`src/rtl/control_multi_fsm.sv`:
```
// control_multi_fsm: multicycle RV32I(M) control unit, Moore FSM fetch/decode/execute/mem/writeback.
// Latency: 3-5 cycles per instruction, plus MULDIV_CYCLES in EXEC_MD and any memory stall cycles.
// Backpressure: FETCH, MEM_RD and MEM_WR hold until iMemReady. Optional MUL/DIV: define MULDIV_EN.
module control_multi_fsm #(
  parameter int ALUCTRL_W     = 5,
  parameter int MULDIV_CYCLES = 34,  // >= 1
  parameter int CNT_W         = 6    // 2**CNT_W must exceed MULDIV_CYCLES
) (
  input  logic                 iCLK,
  input  logic                 iRST,
  input  logic [31:0]          iInstr,
  input  logic                 iMemReady,
  output logic                 oIRWrite,
  output logic                 oPCWrite,
  output logic                 oPCWriteCond,
  output logic                 oIorD,
  output logic                 oMemRead,
  output logic                 oMemWrite,
  output logic                 oRegWrite,
  output logic [1:0]           oOrigAULA,
  output logic [1:0]           oOrigBULA,
  output logic [1:0]           oMem2Reg,
  output logic [1:0]           oOrigPC,
  output logic [ALUCTRL_W-1:0] oALUControl,
  output logic                 oIllegal,
  output logic [3:0]           oState
);

  // ALU operation codes; the M ops occupy OPMUL+funct3 (MUL..REMU = 11..18)
  localparam logic [ALUCTRL_W-1:0] OPAND  = ALUCTRL_W'(0);
  localparam logic [ALUCTRL_W-1:0] OPOR   = ALUCTRL_W'(1);
  localparam logic [ALUCTRL_W-1:0] OPXOR  = ALUCTRL_W'(2);
  localparam logic [ALUCTRL_W-1:0] OPADD  = ALUCTRL_W'(3);
  localparam logic [ALUCTRL_W-1:0] OPSUB  = ALUCTRL_W'(4);
  localparam logic [ALUCTRL_W-1:0] OPSLT  = ALUCTRL_W'(5);
  localparam logic [ALUCTRL_W-1:0] OPSLTU = ALUCTRL_W'(6);
  localparam logic [ALUCTRL_W-1:0] OPSLL  = ALUCTRL_W'(7);
  localparam logic [ALUCTRL_W-1:0] OPSRL  = ALUCTRL_W'(8);
  localparam logic [ALUCTRL_W-1:0] OPSRA  = ALUCTRL_W'(9);
  localparam logic [ALUCTRL_W-1:0] OPLUI  = ALUCTRL_W'(10);

  localparam logic [6:0] OPC_LOAD   = 7'b0000011;
  localparam logic [6:0] OPC_STORE  = 7'b0100011;
  localparam logic [6:0] OPC_OPIMM  = 7'b0010011;
  localparam logic [6:0] OPC_RTYPE  = 7'b0110011;
  localparam logic [6:0] OPC_BRANCH = 7'b1100011;
  localparam logic [6:0] OPC_JAL    = 7'b1101111;
  localparam logic [6:0] OPC_JALR   = 7'b1100111;
  localparam logic [6:0] OPC_LUI    = 7'b0110111;
  localparam logic [6:0] OPC_AUIPC  = 7'b0010111;

  localparam logic [6:0] F7_BASE = 7'b0000000;
  localparam logic [6:0] F7_ALT  = 7'b0100000;
  localparam logic [6:0] F7_MD   = 7'b0000001;

  typedef enum logic [3:0] {
    S_FETCH = 4'd0, S_DECODE = 4'd1, S_EXEC_R = 4'd2, S_EXEC_I = 4'd3,
    S_ADDR = 4'd4, S_MEM_RD = 4'd5, S_MEM_WB = 4'd6, S_MEM_WR = 4'd7,
    S_BRANCH = 4'd8, S_JAL = 4'd9, S_JALR = 4'd10, S_LUI = 4'd11,
    S_AUIPC = 4'd12, S_ALU_WB = 4'd13, S_EXEC_MD = 4'd14, S_ILLEGAL = 4'd15
  } state_t;

  state_t state;
  state_t dec_next;
  logic [ALUCTRL_W-1:0] int_op;

  logic [6:0] opcode;
  logic [2:0] funct3;
  logic [6:0] funct7;
  assign opcode = iInstr[6:0];
  assign funct3 = iInstr[14:12];
  assign funct7 = iInstr[31:25];

  // register indices belong to the datapath, not to sequencing
  logic unused_instr;
  assign unused_instr = ^{iInstr[24:15], iInstr[11:7]};

`ifdef MULDIV_EN
  localparam logic [ALUCTRL_W-1:0] OPMUL = ALUCTRL_W'(11);
  logic [CNT_W-1:0]     md_cnt;
  logic [ALUCTRL_W-1:0] md_op;
  assign md_op = OPMUL + ALUCTRL_W'(funct3);

  // reload in every DECODE so the count is fresh on entry to EXEC_MD, then count down to 0
  always_ff @(posedge iCLK or negedge iRST) begin
    if (!iRST)
      md_cnt <= '0;
    else if (state == S_DECODE)
      md_cnt <= CNT_W'(MULDIV_CYCLES - 1);
    else if (state == S_EXEC_MD && md_cnt != '0)
      md_cnt <= md_cnt - 1'b1;
  end
`else
  localparam int unused_md_cfg = MULDIV_CYCLES + CNT_W;
`endif

  // instruction classification in DECODE; anything not explicitly legal goes to ILLEGAL
  always_comb begin
    dec_next = S_ILLEGAL;
    case (opcode)
      OPC_LOAD:   if (funct3 != 3'b011 && funct3[2:1] != 2'b11) dec_next = S_ADDR;
      OPC_STORE:  if (!funct3[2] && funct3 != 3'b011) dec_next = S_ADDR;
      OPC_OPIMM: begin
        if (funct3 == 3'b001)
          dec_next = (funct7 == F7_BASE) ? S_EXEC_I : S_ILLEGAL;
        else if (funct3 == 3'b101)
          dec_next = (funct7 == F7_BASE || funct7 == F7_ALT) ? S_EXEC_I : S_ILLEGAL;
        else
          dec_next = S_EXEC_I;
      end
      OPC_RTYPE: begin
        if (funct7 == F7_BASE)
          dec_next = S_EXEC_R;
        else if (funct7 == F7_ALT && (funct3 == 3'b000 || funct3 == 3'b101))
          dec_next = S_EXEC_R;
`ifdef MULDIV_EN
        else if (funct7 == F7_MD)
          dec_next = S_EXEC_MD;
`endif
        else
          dec_next = S_ILLEGAL;
      end
      OPC_BRANCH: if (funct3[2:1] != 2'b01) dec_next = S_BRANCH;
      OPC_JAL:    dec_next = S_JAL;
      OPC_JALR:   if (funct3 == 3'b000) dec_next = S_JALR;
      OPC_LUI:    dec_next = S_LUI;
      OPC_AUIPC:  dec_next = S_AUIPC;
      default:    dec_next = S_ILLEGAL;
    endcase
  end

  // integer ALU op; funct7[5] selects SUB only for register ops, SRA for both
  always_comb begin
    int_op = OPADD;
    case (funct3)
      3'b000:  int_op = (opcode == OPC_RTYPE && funct7[5]) ? OPSUB : OPADD;
      3'b001:  int_op = OPSLL;
      3'b010:  int_op = OPSLT;
      3'b011:  int_op = OPSLTU;
      3'b100:  int_op = OPXOR;
      3'b101:  int_op = funct7[5] ? OPSRA : OPSRL;
      3'b110:  int_op = OPOR;
      default: int_op = OPAND;
    endcase
  end

  // state sequencing; memory states stall on iMemReady
  always_ff @(posedge iCLK or negedge iRST) begin
    if (!iRST) begin
      state <= S_FETCH;
    end else begin
      case (state)
        S_FETCH:  if (iMemReady) state <= S_DECODE;
        S_DECODE: state <= dec_next;
        S_EXEC_R, S_EXEC_I, S_LUI, S_AUIPC: state <= S_ALU_WB;
        S_ADDR:   state <= (opcode == OPC_LOAD) ? S_MEM_RD : S_MEM_WR;
        S_MEM_RD: if (iMemReady) state <= S_MEM_WB;
        S_MEM_WR: if (iMemReady) state <= S_FETCH;
`ifdef MULDIV_EN
        S_EXEC_MD: if (md_cnt == '0) state <= S_ALU_WB;
`endif
        default:  state <= S_FETCH;
      endcase
    end
  end

  // Moore output decode, forced to 0 while reset is asserted. The IR/PC load in FETCH is
  // qualified by iMemReady so a stalled fetch never captures stale memory data.
  always_comb begin
    oIRWrite     = 1'b0;
    oPCWrite     = 1'b0;
    oPCWriteCond = 1'b0;
    oIorD        = 1'b0;
    oMemRead     = 1'b0;
    oMemWrite    = 1'b0;
    oRegWrite    = 1'b0;
    oOrigAULA    = 2'b00;
    oOrigBULA    = 2'b00;
    oMem2Reg     = 2'b00;
    oOrigPC      = 2'b00;
    oALUControl  = '0;
    oIllegal     = 1'b0;
    oState       = 4'd0;
    if (iRST) begin
      oState = state;
      case (state)
        S_FETCH: begin
          oMemRead = 1'b1; oOrigBULA = 2'b01; oALUControl = OPADD;
          oIRWrite = iMemReady; oPCWrite = iMemReady;
        end
        S_DECODE:  begin oOrigAULA = 2'b10; oOrigBULA = 2'b10; oALUControl = OPADD; end
        S_EXEC_R:  begin oOrigAULA = 2'b01; oOrigBULA = 2'b00; oALUControl = int_op; end
        S_EXEC_I:  begin oOrigAULA = 2'b01; oOrigBULA = 2'b10; oALUControl = int_op; end
        S_ALU_WB:  begin oRegWrite = 1'b1; oMem2Reg = 2'b00; end
        S_LUI:     begin oOrigBULA = 2'b10; oALUControl = OPLUI; end
        S_AUIPC:   begin oOrigAULA = 2'b10; oOrigBULA = 2'b10; oALUControl = OPADD; end
        S_ADDR:    begin oOrigAULA = 2'b01; oOrigBULA = 2'b10; oALUControl = OPADD; end
        S_MEM_RD:  begin oIorD = 1'b1; oMemRead = 1'b1; end
        S_MEM_WB:  begin oRegWrite = 1'b1; oMem2Reg = 2'b10; end
        S_MEM_WR:  begin oIorD = 1'b1; oMemWrite = 1'b1; end
        S_BRANCH: begin
          oOrigAULA = 2'b01; oOrigBULA = 2'b00; oALUControl = OPSUB;
          oPCWriteCond = 1'b1; oOrigPC = 2'b01;
        end
        S_JAL: begin
          oPCWrite = 1'b1; oOrigPC = 2'b01; oRegWrite = 1'b1; oMem2Reg = 2'b01;
        end
        S_JALR: begin
          oOrigAULA = 2'b01; oOrigBULA = 2'b10; oALUControl = OPADD;
          oPCWrite = 1'b1; oOrigPC = 2'b10; oRegWrite = 1'b1; oMem2Reg = 2'b01;
        end
        S_EXEC_MD: begin
`ifdef MULDIV_EN
          oOrigAULA = 2'b01; oOrigBULA = 2'b00; oALUControl = md_op;
`endif
        end
        S_ILLEGAL: oIllegal = 1'b1;
        default: ;
      endcase
    end
  end

endmodule

```
`config.mk`:
```
export PLATFORM = sky130hd
export DESIGN_NAME = control_multi_fsm
export DESIGN_NICKNAME = d
export VERILOG_FILES = /design/src/rtl/control_multi_fsm.sv
export SDC_FILE = /design/constraint.sdc
export NUM_CORES = 1
export LEC_CHECK = 0
export CAP_MARGIN = 20
export CORE_MARGIN = 3
export CORE_UTILIZATION = 25
export CTS_CLUSTER_SIZE = 10
export DETAILED_ROUTE_END_ITERATION = 8
export SLEW_MARGIN = 20
export SYNTH_ARGS = -nofsm -noshare
export SYNTH_HDL_FRONTEND = slang
export SYNTH_SLANG_ARGS = --single-unit
```
`constraint.sdc`:
```
create_clock -name iCLK -period 2.95 [get_ports iCLK]
set_clock_uncertainty 0.1 [all_clocks]
set_input_delay 0.4425 -clock iCLK [delete_from_list [all_inputs] [get_ports iCLK]]
set_output_delay 0.4425 -clock iCLK [all_outputs]
set_load 0.02 [all_outputs]
```
; ---- Yosys cells after proc, flatten, opt, wreduce, memory -nomap -nowiden
; Cells that the tools add are included.
[word_totals]
register_bits = 4
in_bits = 35
output_inout_bits = 25
elab_cells = 105
[op_classes]
eq_ne = 36
mux = 46
reduce_logical = 22
[op_table]
columns = operator, count
row1 = $mux W4, 12
row2 = $pmux W4 S9, 1
row3 = $eq A4 B4 Y1 const B, 7
row4 = $eq A7 B6 Y1 const B, 4
row5 = $pmux W4 S7, 1
row6 = $pmux W4 S6, 1
row7 = $eq A7 B7 Y1 const B, 3
row8 = $pmux W5 S4, 1
row9 = $eq A4 B3 Y1 const B, 4
row10 = $mux W1, 16
row11 = $pmux W2 S2, 4
row12 = $eq A7 B5 Y1 const B, 2
row13 = $reduce_or A2 Y1, 6
row14 = $mux W2, 5
row15 = $reduce_or A5 Y1, 2
row16 = $eq A3 B3 Y1 const B, 3
row17 = $mux W3, 3
row18 = $eq A4 B2 Y1 const B, 2
row19 = $ne A2 B2 Y1 const B, 4
row20 = $reduce_or A4 Y1, 2
row21 = $eq A7 B2 Y1 const B, 1
row22 = $logic_not A7 Y1, 1
row23 = $eq A3 B2 Y1 const B, 2
row24 = $reduce_or A6 Y1, 1
row25 = other kinds (12), 16

; ---- Logic depth before layout (Yosys ltp)
; Gate-level depths: netlist of run 1.
[logic_depth]
ltp_word = 7
ltp_mapped = 6
depth_no_buf = 5

; ---- Least setup slack after synthesis of run 1
; Ideal clock, no wire load.
[synth_timing]
kind = reg2out
from = reg state[1]
to = out oPCWrite
t_arrival_ns = 1.549
required_time_ns = 2.408
slack_ns = 0.859
path_stages_with_launch = 6
path_buffers = 1
path_cell_list = dfrtp_1 -> clkbuf_8 -> nor2_1 -> and3_1 -> and2_1 -> or2_2
[synth_via]
elab_chain_len = 4
word_cells_on_any_way = 6
classes_between = eq/ne (2) / mux (2) / reduce/logical (2)
[synth_lines]
columns = element, line_no
row1 = "start, declared", 63  ; state_t state;
row2 = "start signal, assigned", 154  ; S_DECODE: state <= dec_next;
row3 = "start signal, assigned", 156  ; S_ADDR: state <= (opcode == OPC_LOAD) ? S_MEM_RD : S_MEM_WR;
row4 = $eq A4 B4 Y1, 186  ; case (state)
row5 = $reduce_or A2 Y1 (no line), n/a
row6 = $pmux W1 S2 *, 186
row7 = $mux W1 *, 184  ; if (iRST) begin
row8 = "end, declared", 14  ; output logic oPCWrite,
; Mark *: on every way between the ends. The rest lies on a longest branch, timed or not.

; ---- Worst setup path after layout of run 1
[layout_timing]
from = in iInstr[12]
to = out oALUControl[0]
[layout_via]
elab_chain_len = 4
word_cells_on_any_way = 10
classes_between = eq/ne (6) / mux (3) / reduce/logical (1)
[layout_lines]
columns = element, line_no
row1 = "start, declared", 11  ; input logic [31:0] iInstr,
row2 = "$eq A3 B3 Y1, or another cell as far along", 135  ; case (funct3)
row3 = $pmux W4 S7 *, 135
row4 = $pmux W5 S4 *, 186
row5 = $mux W5 *, 184
row6 = "end, declared", 24  ; output logic [ALUCTRL_W-1:0] oALUControl,
; Marks and branches as above.

==> results of run 1 <==
critical path, delay by kind of cell:
| family | cells | cell delay (ns) |
|---|---|---|
| AND/OR/NAND/NOR | 1 | 0.19 |
| AO/OA/AOI/OAI | 3 | 0.86 |
| buffers and inverters | 2 | 0.83 |
path summary, 6_finish.rpt:
check                      startpoint  slack [ns]              to
max                        iInstr[12]        0.08  oALUControl[0]
min                          state[2]        0.58        state[0]
max reg2reg                  state[3]        1.01        state[0]
min reg2reg                  state[2]        0.58        state[0]
max in group asynchronous        iRST        2.01        state[0]
min in group asynchronous        iRST        0.64        state[1]
final cells by class:
type	count	area share
flip-flops and latches	4	0.0638
clock buffers	3	0.0263
multi-input cells	125	0.484
inverters	9	0.0215
well taps	48	0.0383
repair buffers	62	0.366
cells by family (layout without fill, tap and decap cells):
kind of cell | Yosys count | in the layout | share of synthesized area
and+or+nand+nor | 73 | 73 | 0.385
AOI/OAI and AO/OA | 49 | 49 | 0.335
buffers and inverters | 22 | 74 | 0.161
DFF | 4 | 4 | 0.0977
other | 1 | 1 | 0.00366
xor gates and xnor gates | 1 | 1 | 0.00855
muxes | 1 | 1 | 0.00977
per-layer routing:
metal | GRT usage | share of wire
met1 | 0.162 | 0.48
met2 | 0.190 | 0.46
met3 | 0.0259 | 0.054
met4 | 0.0277 | 0.0070
met5 | 0 | 0
per-stage QoR:
stage	setup WS (ns)	hold WS, ns	util
final	0.0787	0.580	0.413
after global routing	0.0637	0.625	0.413
after CTS	0.0160	0.584	0.412
after detailed placement	-0.0967	0.577	0.402
after global placement	-0.122	0.597	0.402
after floorplan	0.859	0.0469	-
power by group:
group          internal, mW  leakage, nW  switching, mW
clock                0.0866       0.0216         0.0238
combinational         0.384        0.593          0.439
sequential           0.0827       0.0489         0.0592
placed cells by master (no fill, tap or decap), types with 2 or more instances in the layout:
cell,instances
clkdlybuf4s50_1,40
buf_4,19
nor2_1,15
nand2_1,15
a21oi_1,12
o21ai_0,11
inv_1,9
and2_1,7
nor3_1,6
nand2b_1,5
nor2b_1,5
a211oi_1,5
nand3_1,4
dfrtp_1,4
a21o_1,3
o32a_1,3
clkbuf_8,3
and3_1,2
nand4_1,2
a2111oi_0,2
a221oi_1,2
dlygate4sd2_1,2
timing repair:
item / 4_1_cts / 5_1_grt
setup endpoints to repair: 2 / 1
setup buffers: 0 / 0
gates resized for setup: 2 / 1
==> results.tsv, run 1 <==
stage	metric	value	unit
layout	filler instances	412	
worst_hold_path	hold-critical path depth	2	
pwr	Design Power	1.08	mW
clock_network	CTS buffer count	3	
worst_setup_path	crit path DAT	2.33	ns
clock_network	CTS root buf	clkbuf_8	
synthesis	number of library cell types mapped by synthesis	50	
placed_design	placed cell areas	1530	um^2
synthesis	Synth Register Bits	4	
sta	Max Clock Freq	0.348	GHz
floorplanning	Die H	70.0	um
sta	Finish-stage setup viols	0	
clock_network	H-tree depth	1	
layout	top flop regs	state (4)	
layout	register area	100	um^2
placed_design	placed instance count	248	
synthesis	top cells by count, synth	nand2_1, nor2_1, a21oi_1	
drt	post-route ant nets	0	
global_routing	vias in the first global route	1058	
pwr	LEAKAGE	0.663	nW
worst_setup_path	startpoint class of the critical path	primary input	
worst_setup_path	Critical Path Slowest Stage Cell	clkdlybuf4s50_1	
worst_setup_path	FF-to-FF path depth	6	
worst_hold_path	HP Class	reg2reg	
global_routing	global-route wire length before repair	4.99	mm
layout	Final nets	240	
worst_setup_path	CP endpoint kind	output pin	
synthesis	Synth area leaders	dfrtp_1, clkbuf_8, a21oi_1	
synthesis	leading area contributor after synthesis	dfrtp_1	
global_routing	largest net degree at the start of global routing	18	
placed_design	Final HPWL DP	2.48	mm
synthesis	mapped cell area	1020	um^2
worst_setup_path	Critical Path Max Stage Delay	0.51	ns
sta	period utilisation layout	0.973	
drt	first-iteration detailed-routing DRC count	95	
sta	Final Hold Fails	0	
sta	max-slew violations	0	
placed_design	Port-buffer cells	43	
synthesis	Syn Inst Count	151	
synthesis	EDFF count, synth	0	
clock_network	TritonCTS Sinks	4	
pwr	Max rail drop VDD	180	uV
global_routing	initial antenna violation count	0	
drt	routed vias/inst	4.82	
sta	min cycle time layout	2.87	ns
floorplanning	io pins	60	
global_routing	gr usage total	0.119	
layout	Antenna diodes	0	
drt	total wire length	3.00	mm
drt	WL/cell	11.9	um
sta	setup tns final	0	ns
synthesis	Seq/Total Area, Yosys	0.0977	
sta	worst-margin pin slew	0.580	ns
synthesis	Async S/R FF share, synth	1.00	
drt	DRC viols	0	
layout	Non-Filler Instances	251	
layout	post-route cell area	1570	um^2
layout	register bank with the most flops	state	
floorplanning	core area	3800	um^2
floorplanning	Die Area	4900	um^2
worst_setup_path	CP Max Fanout	7	
clock_network	clock tree buffer depth	2	
status	outcome	finished clean	
layout	Area Overhead vs Synth	53.0	%
worst_setup_path	Crit path required time	2.41	ns
pwr	PD cells	686	nW/um^2
synthesis	Mapped Nets	186	
clock_network	Hold-fix buffers, CTS	0	
worst_setup_path	Setup CP Type	in2out	
floorplanning	Initial Util	0.270	
worst_setup_path	critical path, cell by cell	clkdlybuf4s50_1 > nor2b_1 > a2111oi_0 > o21ai_0 > a32o_1 > dlygate4sd2_1	
clock_network	Clock transition at path regs	0.03	ns
synthesis	Top FF cell, synth	dfrtp_1	
synthesis	share of the synthesized area in the top cell type	0.0977	
sta	RSZ-0062 raised after global routing	false	
synthesis	Synth Area per Inst	6.79	um^2
flow_run	Max Cap Violations	0	
layout	max reg flops	4	
global_routing	grt total ovfl	0	
placed_design	Placer Congestion	0.798	
layout	footprint of the multi-input gates	759	um^2
floorplanning	Core Rows	22	
clock_network	worst-skew pair later-pin latency	0.21	ns
drt	vias	1211	
synthesis	Yosys warnings	0	
clock_network	CTS tree	done	
sta	Worst slew margin	0.604	
drt	DR pass1 iterations	4	
layout	layout cells sized above 1	0.163	
floorplanning	die width	70.0	um
(Power assumes the default switching activity.)
==> run 2, diff against run 1 <==
==> constraint.sdc (replaced) <==
create_clock -name iCLK -period 2.38 [get_ports iCLK]
set_clock_uncertainty 0.1 [all_clocks]
set_input_delay 0.357 -clock iCLK [delete_from_list [all_inputs] [get_ports iCLK]]
set_output_delay 0.357 -clock iCLK [all_outputs]
set_load 0.02 [all_outputs]
==> run 2 against run 1 <==
First-iteration DRC count shrank 31%. Via count grew 6.9%. Die area is the same. Setup slack gained 0.013 ns.
==> results.tsv, run 2 (synthesis results as in run 1) <==
stage	metric	value	unit
global_routing	gr usage total	0.131	
sta	setup tns final	0	ns
status	outcome	finished clean	
drt	WL/cell	12.0	um
floorplanning	Initial Util	0.270	
drt	DR pass1 iterations	4	
sta	max-slew violations	0	
pwr	Sw Pwr	682	uW
sta	RSZ-0062 raised after global routing	false	
worst_setup_path	Crit path required time	1.92	ns
floorplanning	core area	3800	um^2
sta	Worst slew margin	0.571	
clock_network	CTS tree	done	
global_routing	grt total ovfl	0	
pwr	Internal	780	uW
layout	Final nets	255	
worst_setup_path	Critical Path Max Stage Delay	0.60	ns
worst_setup_path	critical path, cell by cell	clkdlybuf4s50_1 > and2_1 > and2_1 > clkdlybuf4s50_1	
pwr	Clk pwr share	0.095	
pwr	LEAKAGE	0.953	nW
floorplanning	Die H	70.0	um
layout	layout cells sized above 1	0.252	
global_routing	global-route wire length before repair	5.46	mm
placed_design	Port-buffer cells	43	
sta	Min Hold Slack	0.429	ns
clock_network	CTS buffer count	3	
placed_design	Placer Congestion	0.820	
worst_setup_path	FF-to-FF path depth	6	
worst_setup_path	Setup CP Type	in2out	
layout	filler instances	403	
pwr	PD cells	844	nW/um^2
clock_network	H-tree depth	1	
worst_setup_path	CP endpoint kind	output pin	
layout	Antenna diodes	0	
floorplanning	Die Area	4900	um^2
pwr	Max rail drop VDD	272	uV
pwr	Sw Share	0.467	
layout	top flop regs	state (4)	
drt	first-iteration detailed-routing DRC count	66	
drt	total wire length	3.19	mm
sta	Finish-stage setup viols	0	
clock_network	Clock transition at path regs	0.03	ns
drt	routed vias/inst	4.87	
layout	max reg flops	4	
clock_network	TritonCTS Sinks	4	
worst_setup_path	startpoint class of the critical path	primary input	
clock_network	CTS root buf	clkbuf_8	
sta	Max Clock Freq	0.437	GHz
worst_hold_path	HP Class	in2async	
layout	most common cell after layout, fill and taps aside	buf_4	
placed_design	Final HPWL DP	2.63	mm
sta	worst-margin pin slew	0.627	ns
global_routing	largest net degree at the start of global routing	20	
pwr	Gate power share	0.804	
worst_setup_path	Critical Path Slowest Stage Cell	clkdlybuf4s50_1	
global_routing	vias in the first global route	1223	
clock_network	worst-skew pair later-pin latency	0.21	ns
sta	period utilisation layout	0.962	
layout	register bank with the most flops	state	
pwr	Reg power frac	0.101	
clock_network	clock tree buffer depth	2	
layout	final core utilization	0.456	
layout	most frequent cells in the layout	buf_4, clkdlybuf4s50_1, nand2_1, nor2_1, dlymetal6s2s_1	
drt	vias	1295	
drt	DRC viols	0	
floorplanning	io pins	60	
sta	min cycle time layout	2.29	ns
flow_run	Max Cap Violations	0	
worst_setup_path	crit path DAT	1.83	ns
worst_setup_path	CP Max Fanout	5	
floorplanning	Core Rows	22	
floorplanning	die width	70.0	um
drt	post-route ant nets	0	
sta	Final Hold Fails	0	
layout	Area Overhead vs Synth	69.0	%
global_routing	initial antenna violation count	0	
-- run 2: changes by cell type in the layout (fill, tap and decap cells not counted), moves of 2 or more --
cell,delta
buf_4,+13
o21ai_1,+2
o21ai_0,-3
dlymetal6s2s_1,+12
buf_2,+2
buf_12,+2
clkdlybuf4s50_1,-22
dlygate4sd2_1,+7
-- run 2: final cells by class --
cell class,instances,area [um^2],area share
Inverter,9,33.8,0.0195
Multi-Input combinational cell,125,772,0.446
Tap cell,48,60.1,0.0347
Timing Repair Buffer,77,723,0.418
Sequential cell,4,101,0.0585
Clock buffer,3,41.3,0.0238
-- run 2: final timing paths --
check	start	to	slack, ns
setup / recovery	iRST	oIorD	0.09
hold / removal	iRST	state[1]	0.43
setup reg to reg	state[0]	state[0]	0.53
hold reg to reg	state[3]	state[1]	0.65
max in group asynchronous	iRST	state[0]	1.64
min in group iCLK	iInstr[3]	state[1]	0.65
-- run 2: critical path, delay by kind of cell --
kind          cells  cell delay, ns
simple gates      2            0.33
buf+inv           2            1.14
-- run 2: power groups by stage --
stage / Clock (mW) / Sequential, mW / Combinational (mW)
3_3_place_gp: 0 / 0.143 / 1.21
5_1_grt: 0.151 / 0.152 / 1.30
2_1_floorplan: 0 / 0.116 / 0.796
4_1_cts: 0.143 / 0.146 / 1.18
6_report: 0.139 / 0.148 / 1.18
3_5_place_dp: 0 / 0.145 / 1.21
-- run 2: repair_timing --
item,4_1_cts,5_1_grt
gates resized for setup,25,19
hold buffers,0,0
pin swaps,2,4
setup buffers,0,1
setup endpoints to repair,12,12
-- run 2: metrics by stage --
step / std cells / setup slack (ns) / cell area (um^2) / total power, mW
after floorplan: 151 / 0.374 / 1020 / 0.912
after global placement: 262 / -0.420 / 1660 / 1.36
after detailed placement: 262 / -0.414 / 1660 / 1.36
after CTS: 265 / -0.0304 / 1690 / 1.47
after global routing: 266 / 0.000383 / 1730 / 1.60
final: 266 / 0.0912 / 1730 / 1.46
-- run 2: routing by layer --
metal  part of all wire  track usage  wire (um)
met1               0.47        0.167       1490
met2               0.47        0.221       1480
met3              0.051       0.0230        162
met4              0.016       0.0468         52
met5                  0            0          0
==> run 3, diff against run 2 <==
--- a/config.mk
+++ b/config.mk
@@ -6,8 +6,10 @@
 export NUM_CORES = 1
 export LEC_CHECK = 0
 export CAP_MARGIN = 20
+export CORE_ASPECT_RATIO = 0.8
 export CORE_MARGIN = 3
 export CORE_UTILIZATION = 25
+export CTS_BUF_LIST = sky130_fd_sc_hd__clkbuf_4 sky130_fd_sc_hd__clkbuf_8 sky130_fd_sc_hd__clkbuf_16
 export CTS_CLUSTER_SIZE = 10
 export DETAILED_ROUTE_END_ITERATION = 8
 export SLEW_MARGIN = 20
==> run 3 against run 2 <==
Hold slack got worse by 0.18 ns. Non-clock buffer count rose by 3. Sequential power up 14%.
==> results.tsv, run 3 (synthesis results as in run 1) <==
stage	metric	value	unit
sta	period utilisation layout	0.954	
drt	Top Layer Used	met4	
sta	setup tns final	0	ns
layout	Area Overhead vs Synth	70.6	%
worst_setup_path	Crit path required time	1.92	ns
pwr	Reg power frac	0.114	
pwr	PD cells	847	nW/um^2
clock_network	CTS tree	done	
clock_network	TritonCTS Sinks	4	
worst_setup_path	startpoint class of the critical path	primary input	
layout	Non-Filler Instances	276	
layout	layout cells sized above 1	0.271	
drt	vias	1343	
flow_run	Max Cap Violations	0	
sta	worst-margin pin slew	0.484	ns
sta	Min Hold Slack	0.246	ns
pwr	Max rail drop VDD	299	uV
drt	total wire length	3.35	mm
drt	DRC viols	0	
layout	Antenna diodes	0	
drt	DR WL met2	1.57	mm
pwr	Sw Share	0.473	
floorplanning	Core Rows	20	
layout	max reg flops	4	
sta	Final Hold Fails	0	
layout	register bank with the most flops	state	
drt	WL/cell	12.2	um
placed_design	Placer Congestion	0.893	
drt	DR pass1 iterations	4	
floorplanning	Die H	63.3	um
pwr	LEAKAGE	0.926	nW
floorplanning	core area	3880	um^2
floorplanning	Die Area	4910	um^2
worst_setup_path	CP endpoint kind	output pin	
pwr	Gate power share	0.789	
sta	max-slew violations	0	
clock_network	H-tree depth	1	
drt	met1 WL	1.58	mm
floorplanning	die width	77.6	um
pwr	Sw Pwr	700	uW
drt	post-route ant nets	0	
global_routing	vias in the first global route	1291	
clock_network	worst-skew pair later-pin latency	0.22	ns
sta	min cycle time layout	2.27	ns
global_routing	initial antenna violation count	0	
worst_setup_path	CP Max Fanout	4	
layout	most frequent cells in the layout	buf_4, clkdlybuf4s50_1, nand2_1, nor2_1, a21oi_1	
status	outcome	finished clean	
layout	filler instances	404	
sta	Finish-stage setup viols	0	
clock_network	Clock transition at path regs	0.03	ns
global_routing	gr usage total	0.139	
sta	Max Clock Freq	0.440	GHz
sta	Worst slew margin	0.669	
worst_setup_path	Setup CP Type	in2out	
worst_setup_path	crit path DAT	1.81	ns
drt	first-iteration detailed-routing DRC count	59	
placed_design	Port-buffer cells	43	
worst_hold_path	HP Class	in2async	
drt	Routed met3 length	197	um
global_routing	largest net degree at the start of global routing	15	
floorplanning	io pins	60	
layout	Final nets	258	
floorplanning	Initial Util	0.264	
drt	routed vias/inst	4.87	
sta	RSZ-0062 raised after global routing	true	
clock_network	CTS root buf	clkbuf_8	
clock_network	CTS buffer count	3	
pwr	Internal	781	uW
global_routing	global-route wire length before repair	5.73	mm
pwr	Clk pwr share	0.097	
placed_design	Final HPWL DP	2.73	mm
global_routing	grt total ovfl	0	
layout	top flop regs	state (4)	
clock_network	clock tree buffer depth	2	
layout	most common cell after layout, fill and taps aside	buf_4	
clock_network	Hold-fix buffers, CTS	0	
placed_design	placed instance count	271	
run 3: cell count changes in the layout (fill, tap and decap cells not counted), sizes merged:
cell	delta
buf	+3
clkdlybuf4s50	+2
dlymetal6s2s	-2
run 3: timing repair:
item	4_1_cts	5_1_grt
setup endpoints to repair	16	9
resized for setup	25	19
setup buffers	1	1
pin swaps	3	5
run 3: layout make-up:
type	instances	area [um^2]	share of cell area
clock buffers	3	41.3	0.0236
inverters	9	33.8	0.0193
multi-input cells	125	773	0.442
flip-flops and latches	4	103	0.0587
well taps	55	68.8	0.0394
repair buffers	80	728	0.417
run 3: routing by layer:
layer / up-vias / global-route usage
li1: 687 / -
met1: 614 / 0.185
met2: 40 / 0.238
met3: 2 / 0.0243
met4: 0 / 0.0200
met5: - / 0
run 3: power by group through the flow:
stage	clock network, mW	logic [mW]	registers [mW]
floorplan	0	0.796	0.116
global placement	0	1.18	0.161
detailed placement	0	1.18	0.162
CTS	0.144	1.15	0.165
global route	0.152	1.28	0.174
finish	0.144	1.17	0.169
run 3: stage by stage:
step	setup WS (ns)	power (mW)	util	instance area, um^2
floorplan	0.374	0.912	-	1020
global placement	-0.415	1.35	0.430	1670
CTS	-0.0870	1.46	0.439	1700
global route	0.0142	1.60	0.451	1750
finish	0.109	1.48	0.451	1750
detailed placement	-0.439	1.34	0.430	1670
run 3: critical path, stage by stage:
cell and delay [ns]:
clkdlybuf4s50_1 0.45, nor2b_1 0.18, a2111oi_2 0.31, o21ai_1 0.11, a32o_1 0.25, buf_2 0.15
run 3: final timing paths:
| path | startpoint | end | slack [ns] | depth (start not counted) |
|---|---|---|---|---|
| max | iInstr[12] | oALUControl[0] | 0.11 | 6 |
| min | iRST | state[3] | 0.25 | 2 |
| max reg2reg | state[0] | state[0] | 0.54 | 6 |
| min reg2reg | state[2] | state[1] | 0.63 | 2 |
| max in group asynchronous | iRST | state[0] | 1.82 | 2 |
| min in group iCLK | iInstr[3] | state[1] | 0.52 | 4 |
